[src/rtl/int_issue_queue_pkg.sv]
// Shared backend types for the integer issue path: the renamed micro-op
// payload and the ROB age compare used by every flush consumer.
package int_issue_queue_pkg;

  localparam int PREG_W        = 6;   // physical register index width
  localparam int ROB_SIZE_LOG  = 5;   // ROB index width (wrap flag kept separately)
  localparam int PC_W          = 32;
  localparam int IMM_W         = 32;
  localparam int CX_TYPE_W     = 3;
  localparam int ALU_TYPE_W    = 4;
  localparam int MULDIV_TYPE_W = 4;

  typedef logic [PREG_W-1:0]        preg_t;
  typedef logic [ROB_SIZE_LOG-1:0]  robidx_t;
  typedef logic [CX_TYPE_W-1:0]     cx_type_t;
  typedef logic [ALU_TYPE_W-1:0]    alu_type_t;
  typedef logic [MULDIV_TYPE_W-1:0] muldiv_type_t;

  typedef struct packed {
    preg_t              prd;
    preg_t              prs1;
    preg_t              prs2;
    logic               src1_ready;
    logic               src2_ready;
    logic [IMM_W-1:0]   imm;
    logic               need_to_wb;
    cx_type_t           cx_type;
    logic               is_unsigned;
    alu_type_t          alu_type;
    logic               is_word;
    logic               is_imm;
    muldiv_type_t       muldiv_type;
    logic [PC_W-1:0]    pc;
    logic               robidx_flag;
    robidx_t            robidx;
  } int_uop_t;

  // True when ROB position a is strictly younger than ROB position b.
  // Differing wrap flags invert the plain index compare.
  function automatic logic is_younger(
    input logic    flag_a,
    input robidx_t idx_a,
    input logic    flag_b,
    input robidx_t idx_b
  );
    return (flag_a ^ flag_b) ^ (idx_b < idx_a);
  endfunction

endpackage

[src/rtl/int_issue_queue_entry.sv]
// One issue-queue slot: holds the payload and per-source ready bits, snoops
// the writeback ports for wakeups and reports whether a flush kills it.
module int_iq_entry
  import int_issue_queue_pkg::*;
#(
  parameter int WB_PORTS = 2
) (
  input  logic                            i_clock,
  input  logic                            i_reset,
  input  logic                            i_wr,
  input  int_uop_t                        i_wr_uop,
  input  logic                            i_deq,
  input  logic [WB_PORTS-1:0]             i_wb_valid,
  input  logic [WB_PORTS-1:0][PREG_W-1:0] i_wb_prd,
  input  logic                            i_flush_valid,
  input  logic                            i_flush_robidx_flag,
  input  robidx_t                         i_flush_robidx,
  output logic                            o_valid,
  output int_uop_t                        o_uop,
  output logic                            o_kill
);

  logic     r_valid;
  int_uop_t r_uop;

  preg_t    w_prs1;
  preg_t    w_prs2;
  logic     w_wake1;
  logic     w_wake2;
  logic     w_drop;
  int_uop_t w_wr_uop;

  // Any valid writeback of a non-zero register matching prs wakes that source.
  function automatic logic wake_hit(
    input preg_t                           prs,
    input logic [WB_PORTS-1:0]             wbv,
    input logic [WB_PORTS-1:0][PREG_W-1:0] wbp
  );
    logic hit;
    hit = 1'b0;
    for (int i = 0; i < WB_PORTS; i++) begin
      if (wbv[i] && (wbp[i] != {PREG_W{1'b0}}) && (wbp[i] == prs)) begin
        hit = 1'b1;
      end else begin
        hit = hit;
      end
    end
    return hit;
  endfunction

  // Compare against the incoming payload on a write, else the stored one;
  // register 0 is hard-wired so its sources count as ready.
  always_comb begin
    w_prs1 = r_uop.prs1;
    w_prs2 = r_uop.prs2;
    if (i_wr) begin
      w_prs1 = i_wr_uop.prs1;
      w_prs2 = i_wr_uop.prs2;
    end else begin
      w_prs1 = r_uop.prs1;
      w_prs2 = r_uop.prs2;
    end
    w_wake1 = (w_prs1 == {PREG_W{1'b0}}) | wake_hit(w_prs1, i_wb_valid, i_wb_prd);
    w_wake2 = (w_prs2 == {PREG_W{1'b0}}) | wake_hit(w_prs2, i_wb_valid, i_wb_prd);
  end

  // Payload as stored on enqueue, with same-cycle wakeups folded in.
  always_comb begin
    w_wr_uop            = i_wr_uop;
    w_wr_uop.src1_ready = i_wr_uop.src1_ready | w_wake1;
    w_wr_uop.src2_ready = i_wr_uop.src2_ready | w_wake2;
  end

  assign o_kill  = r_valid & i_flush_valid &
                   is_younger(r_uop.robidx_flag, r_uop.robidx,
                              i_flush_robidx_flag, i_flush_robidx);
  assign w_drop  = r_valid & (o_kill | i_deq);
  assign o_valid = r_valid;
  assign o_uop   = r_uop;

  // Slot state: fill on enqueue, release on issue or kill, else accumulate wakeups.
  always_ff @(posedge i_clock or posedge i_reset) begin
    if (i_reset) begin
      r_valid <= 1'b0;
      r_uop   <= '0;
    end else if (i_wr) begin
      r_valid <= 1'b1;
      r_uop   <= w_wr_uop;
    end else if (w_drop) begin
      r_valid <= 1'b0;
    end else begin
      r_uop.src1_ready <= r_uop.src1_ready | w_wake1;
      r_uop.src2_ready <= r_uop.src2_ready | w_wake2;
    end
  end

endmodule

[src/rtl/int_issue_queue.sv]
// In-order integer issue queue: circular FIFO of renamed micro-ops that
// issues the head once both sources are ready and trims younger entries
// on a ROB-index flush.
module int_issue_queue
  import int_issue_queue_pkg::*;
#(
  parameter int DEPTH    = 8,
  parameter int WB_PORTS = 2
) (
  input  logic                            clock,
  input  logic                            reset,
  input  logic                            enq_valid,
  output logic                            enq_ready,
  input  int_uop_t                        enq_uop,
  output logic                            issue_valid,
  input  logic                            issue_ready,
  output int_uop_t                        issue_uop,
  input  logic [WB_PORTS-1:0]             wb_valid,
  input  logic [WB_PORTS-1:0][PREG_W-1:0] wb_prd,
  input  logic                            flush_valid,
  input  logic                            flush_robidx_flag,
  input  robidx_t                         flush_robidx,
  output logic [$clog2(DEPTH):0]          count
);

  localparam int IDX_W = $clog2(DEPTH);
  localparam int CNT_W = IDX_W + 1;

  // Pointers carry one wrap bit above the slot index.
  logic [CNT_W-1:0] r_head;
  logic [CNT_W-1:0] r_tail;

  logic [IDX_W-1:0] w_head_idx;
  logic [IDX_W-1:0] w_tail_idx;
  logic             w_full;
  logic             w_enq_fire;
  logic             w_deq;
  logic [CNT_W-1:0] w_surv;

  logic [DEPTH-1:0] w_ent_valid;
  logic [DEPTH-1:0] w_ent_kill;
  int_uop_t         w_ent_uop [DEPTH];

  logic             w_head_valid;
  logic             w_head_kill;
  int_uop_t         w_head_uop;

  assign w_head_idx = r_head[IDX_W-1:0];
  assign w_tail_idx = r_tail[IDX_W-1:0];
  assign w_full     = (w_head_idx == w_tail_idx) & (r_head[IDX_W] != r_tail[IDX_W]);

  // No dequeue bypass: a full queue refuses even if the head leaves this cycle.
  assign enq_ready  = ~w_full & ~flush_valid;
  assign w_enq_fire = enq_valid & enq_ready;

  genvar g;
  generate
    for (g = 0; g < DEPTH; g++) begin : g_entry
      int_iq_entry #(
        .WB_PORTS (WB_PORTS)
      ) u_entry (
        .i_clock             (clock),
        .i_reset             (reset),
        .i_wr                (w_enq_fire & (w_tail_idx == IDX_W'(g))),
        .i_wr_uop            (enq_uop),
        .i_deq               (w_deq & (w_head_idx == IDX_W'(g))),
        .i_wb_valid          (wb_valid),
        .i_wb_prd            (wb_prd),
        .i_flush_valid       (flush_valid),
        .i_flush_robidx_flag (flush_robidx_flag),
        .i_flush_robidx      (flush_robidx),
        .o_valid             (w_ent_valid[g]),
        .o_uop               (w_ent_uop[g]),
        .o_kill              (w_ent_kill[g])
      );
    end
  endgenerate

  assign w_head_valid = w_ent_valid[w_head_idx];
  assign w_head_kill  = w_ent_kill[w_head_idx];
  assign w_head_uop   = w_ent_uop[w_head_idx];

  // A killed head never issues; younger entries wait behind a non-ready head.
  assign issue_valid = w_head_valid & w_head_uop.src1_ready &
                       w_head_uop.src2_ready & ~w_head_kill;
  assign w_deq       = issue_valid & issue_ready;

  // Head payload presented to execute with sources reported ready.
  always_comb begin
    issue_uop            = w_head_uop;
    issue_uop.src1_ready = 1'b1;
    issue_uop.src2_ready = 1'b1;
  end

  // Survivors of a flush form a prefix from head, so their count (including a
  // dequeuing head) is exactly the distance from head to the new tail.
  always_comb begin
    w_surv = {CNT_W{1'b0}};
    for (int i = 0; i < DEPTH; i++) begin
      if (w_ent_valid[i] && !w_ent_kill[i]) begin
        w_surv = w_surv + {{(CNT_W-1){1'b0}}, 1'b1};
      end else begin
        w_surv = w_surv;
      end
    end
  end

  // Pointer update: head follows dequeues, tail follows enqueues or is
  // pulled back to the end of the surviving prefix on a flush.
  always_ff @(posedge clock or posedge reset) begin
    if (reset) begin
      r_head <= {CNT_W{1'b0}};
      r_tail <= {CNT_W{1'b0}};
    end else begin
      if (w_deq) begin
        r_head <= r_head + {{(CNT_W-1){1'b0}}, 1'b1};
      end else begin
        r_head <= r_head;
      end
      if (flush_valid) begin
        r_tail <= r_head + w_surv;
      end else if (w_enq_fire) begin
        r_tail <= r_tail + {{(CNT_W-1){1'b0}}, 1'b1};
      end else begin
        r_tail <= r_tail;
      end
    end
  end

  assign count = r_tail - r_head;

endmodule

[config.mk]
export PLATFORM = sky130hd
export DESIGN_NAME = int_issue_queue
export DESIGN_NICKNAME = d
export VERILOG_FILES = /design/src/rtl/int_issue_queue_pkg.sv /design/src/rtl/int_issue_queue_entry.sv /design/src/rtl/int_issue_queue.sv
export SDC_FILE = /design/constraint.sdc
export NUM_CORES = 2
export LEC_CHECK = 0
export CAP_MARGIN = 10
export CORE_AREA = 2 2 299 301
export CTS_CLUSTER_SIZE = 20
export DETAILED_ROUTE_END_ITERATION = 16
export DIE_AREA = 0 0 301 303
export DONT_BUFFER_PORTS = 1
export PLACE_DENSITY_LB_ADDON = 0.15
export SETUP_SLACK_MARGIN = 0.3
export SKIP_LAST_GASP = 1
export SYNTH_ARGS = -nofsm -noshare
export SYNTH_HDL_FRONTEND = slang
export SYNTH_SLANG_ARGS = --single-unit
[constraint.sdc]
create_clock -name clock -period 38.4 [get_ports clock]
set_input_delay 0 -clock clock [delete_from_list [all_inputs] [get_ports clock]]
set_output_delay 0 -clock clock [all_outputs]
set_load 0.005 [all_outputs]
==> run metrics <==
R2R Setup Slk=31.04 ns; power share of the combinational group=0.416; mux contribution to synthesized area=0.250; Routed WL=121,000 microns; share of layout cells above drive strength 1=0.232; cell internal pwr=2.80 mW; Clk Latency, worst-skew pair=0.66 ns; Slew Limit Fails=0; Synth Flop Type=dfrtp_1; Final Power=4.36 mW; Reg clk slew, reported paths=0.06 ns; YS warnings=0; status=complete, no violations; Post-synth EDFFs=0; placed cell count=4,798; final setup fails=0; Seq cells post-synth=856; H-tree levels=3; Crit. End Element=flip-flop; Final Hold Viols=0; Clk pwr share=0.221; Mapped Cells=3,835; final worst-path cycle share=0.192; vias=29,600; FMAX=136 MHz; Final min period=7.36 ns; Initial Utilization=0.495; slowest stage delay, CP=1.03 ns; critical-path cell list=inv_4 -> ha_1 -> and3_1 -> a211oi_2 -> buf_4 -> and2_4 -> buf_4 -> mux2i_1 -> xor2_1 -> nand4_1 -> a2111oi_0 -> o22ai_1 -> nand2_1 -> nor3_1 -> dlygate4sd3_1 -> nor3_1 -> dlygate4sd3_1; Post-DP HPWL=69,300 microns; Netlist cell types=84; largest family of logic cells by synthesized area=multiplexers; clk buf depth=3; commonest non-fill, non-tap cells in the layout=nand2_1 (1,158), dfrtp_1 (853), mux2_2 (466); worst min path class=in2async; most common cell after layout, fill and taps aside=nand2_1; Root Buffer=clkbuf_16; Worst R2R End=g_entry[7].u_entry.o_uop[86]$_DFFE_PP0P_; first-pass GRT wire length=188,000 microns; Area contributors post-synth=dfrtp_1 (49%), mux2_2 (12%), mux4_2 (11%); DRT iter0 DRCs=2,043; Max-Cap Viols=0; NumNets Final=4,063; Routed Antenna Nets=0; Worst path slowest cell=dfrtp_4; Simple-Gate Fraction of Synth Area=0.127; wire per inst=23.6 microns; post-cts resize count=0; post-synthesis xor/xnor area fraction=0.0483; Clock Sinks=856; Ports=241; GRT Total Usage=0.269; Leak Pwr=23.5 nW; Synth Area in Compound Gates=0.0295; Slew @ Worst Pin=1.21 ns; RSZ-0062 raised after global routing=no; area leader, netlist=dfrtp_1; TritonCTS clock tree=done; via count of the first global-routing pass=30,400; Die W=301 microns; Psw=1.57 mW; Mapped Avg Cell Area=11.3 sq um; Clock Skews=0.0165 ns; WP data required=39.00 ns; initial antenna violation count=14; kind of critical path=reg2reg; final hold slack=0.0248 ns; Placeable Area=88,000 sq um; PD cells=88.7 nW/um^2; full die area=91,200 sq um; Worst Setup Start Kind=flip-flop; Reg power frac=0.364; I/O Buffers=0; Layout Cells excl Fill=5,122; Relative slew margins=0.192; largest net degree at the start of global routing=163; worst r2r path cells=17; sequential area share after synthesis=0.492; routability cong.=0.896; Setup TNS=0 ns; area delta synth->final=13.1%; top cell type's share of synthesized area=0.492; DRC viols=0; Die Ht=303 microns; Switching Share=0.359; Overflow after GRT=0; asr flop ratio synth=1.00; Synth Cell Area=43,500 sq um; # rows=109; drt via density=5.77; Synth Area in Adders=0.0176; CP max FO=55; Critical Path AT=7.96 ns; Initial DRT Pass Iterations=5; Num CTS Buffers=96; peak supply drop=0.0529 mV; reg2reg start=r_head[2]$_DFFE_PP0P_
==> cell type report <==
cell class              count  area (sq um)
clock inverters            43           532
diodes                      9          22.5
multi-input cells        2591         20700
flip-flops and latches    856         21400
clock buffers             130          2770
well taps                1165          1460
inverters                 150           573
fillers                  7510         38800
repair buffers            178          1720
==> per-layer routing <==
layer	part of all wire	GRT usage
met2	0.47	0.433
met3	0.063	0.0551
met1	0.44	0.368
met4	0.027	0.0881
met5	0.00072	0
==> sequential cells by signal (all words and copies together), names as in the netlist <==
name / count
r_head: 4
g_entry.u_entry.o_valid: 8
g_entry.u_entry.o_uop: 840
r_tail: 4
==> logic make-up after synthesis <==
group / after synthesis
xor+xnor: 229
flops: 856
mux: 772
fa+ha+maj: 60
buf+inv: 389
compound gates: 174
simple gates: 1354
other cells: 1
==> Yosys cell counts (all sizes together), types with 5 or more instances <==
cell type and instances:
and3 10, o21ai 43, clkbuf 148, nand4 46, a31oi 5, mux2i 100
nor4 24, o21a 8, nand2b 13, buf 91, mux2 466, nand2 1162
nand3 30, o41ai 10, nor3 27, inv 148, o221ai 11, a211oi 6
a2111oi 5, o2111ai 6, a21o 14, ha 58, nor2 17, xor2 91
a21oi 23, dfrtp 856, xnor2 138, mux4 206, or4 5, o22ai 6
==> critical path, delay by kind of cell (launching register included) <==
kind / cells / cell delay, ns
buffers and inverters: 5 / 2.78
muxes: 1 / 0.49
xor gates and xnor gates: 1 / 0.18
adders and majority gates: 1 / 0.51
and+or+nand+nor: 6 / 1.43
AOI/OAI and AO/OA: 3 / 0.73
DFF: 1 / 1.03
==> repair_timing <==
action,4_1_cts,5_1_grt
setup buffers,0,0
endpoints found under the hold margin,959,0
hold buffers,142,0
==> per-stage QoR <==
stage,util,area (sq um),setup slack (ns)
finish,0.559,49200,31.04
global route,0.559,49200,30.69
global placement,0.505,44400,31.92
CTS,0.559,49200,31.16
floorplan,-,43500,14.35
detailed placement,0.505,44400,31.81
==> how the worst max path moves through the flow <==
stage	startpoint	endpoint	slack [ns]
floorplan	reset	g_entry[0].u_entry.o_uop[0]$_DFFE_PP0P_	14.35
global placement	g_entry[1].u_entry.o_uop[1]$_DFFE_PP0P_	r_tail[3]$_DFFE_PP0P_	31.92
detailed placement	g_entry[1].u_entry.o_uop[1]$_DFFE_PP0P_	r_tail[3]$_DFFE_PP0P_	31.81
CTS	r_head[2]$_DFFE_PP0P_	g_entry[7].u_entry.o_uop[86]$_DFFE_PP0P_	31.16
global route	r_head[2]$_DFFE_PP0P_	g_entry[7].u_entry.o_uop[86]$_DFFE_PP0P_	30.69
finish	r_head[2]$_DFFE_PP0P_	g_entry[7].u_entry.o_uop[86]$_DFFE_PP0P_	31.04
==> power by group through the flow <==
stage | sequential [mW] | clock, mW | combinational, mW
2_1_floorplan | 1.50 | 0 | 1.43
3_3_place_gp | 1.58 | 0 | 1.75
3_5_place_dp | 1.60 | 0 | 1.78
4_1_cts | 1.58 | 0.980 | 1.82
5_1_grt | 1.64 | 1.02 | 1.99
6_report | 1.59 | 0.962 | 1.81
(Power assumes the default switching activity.)
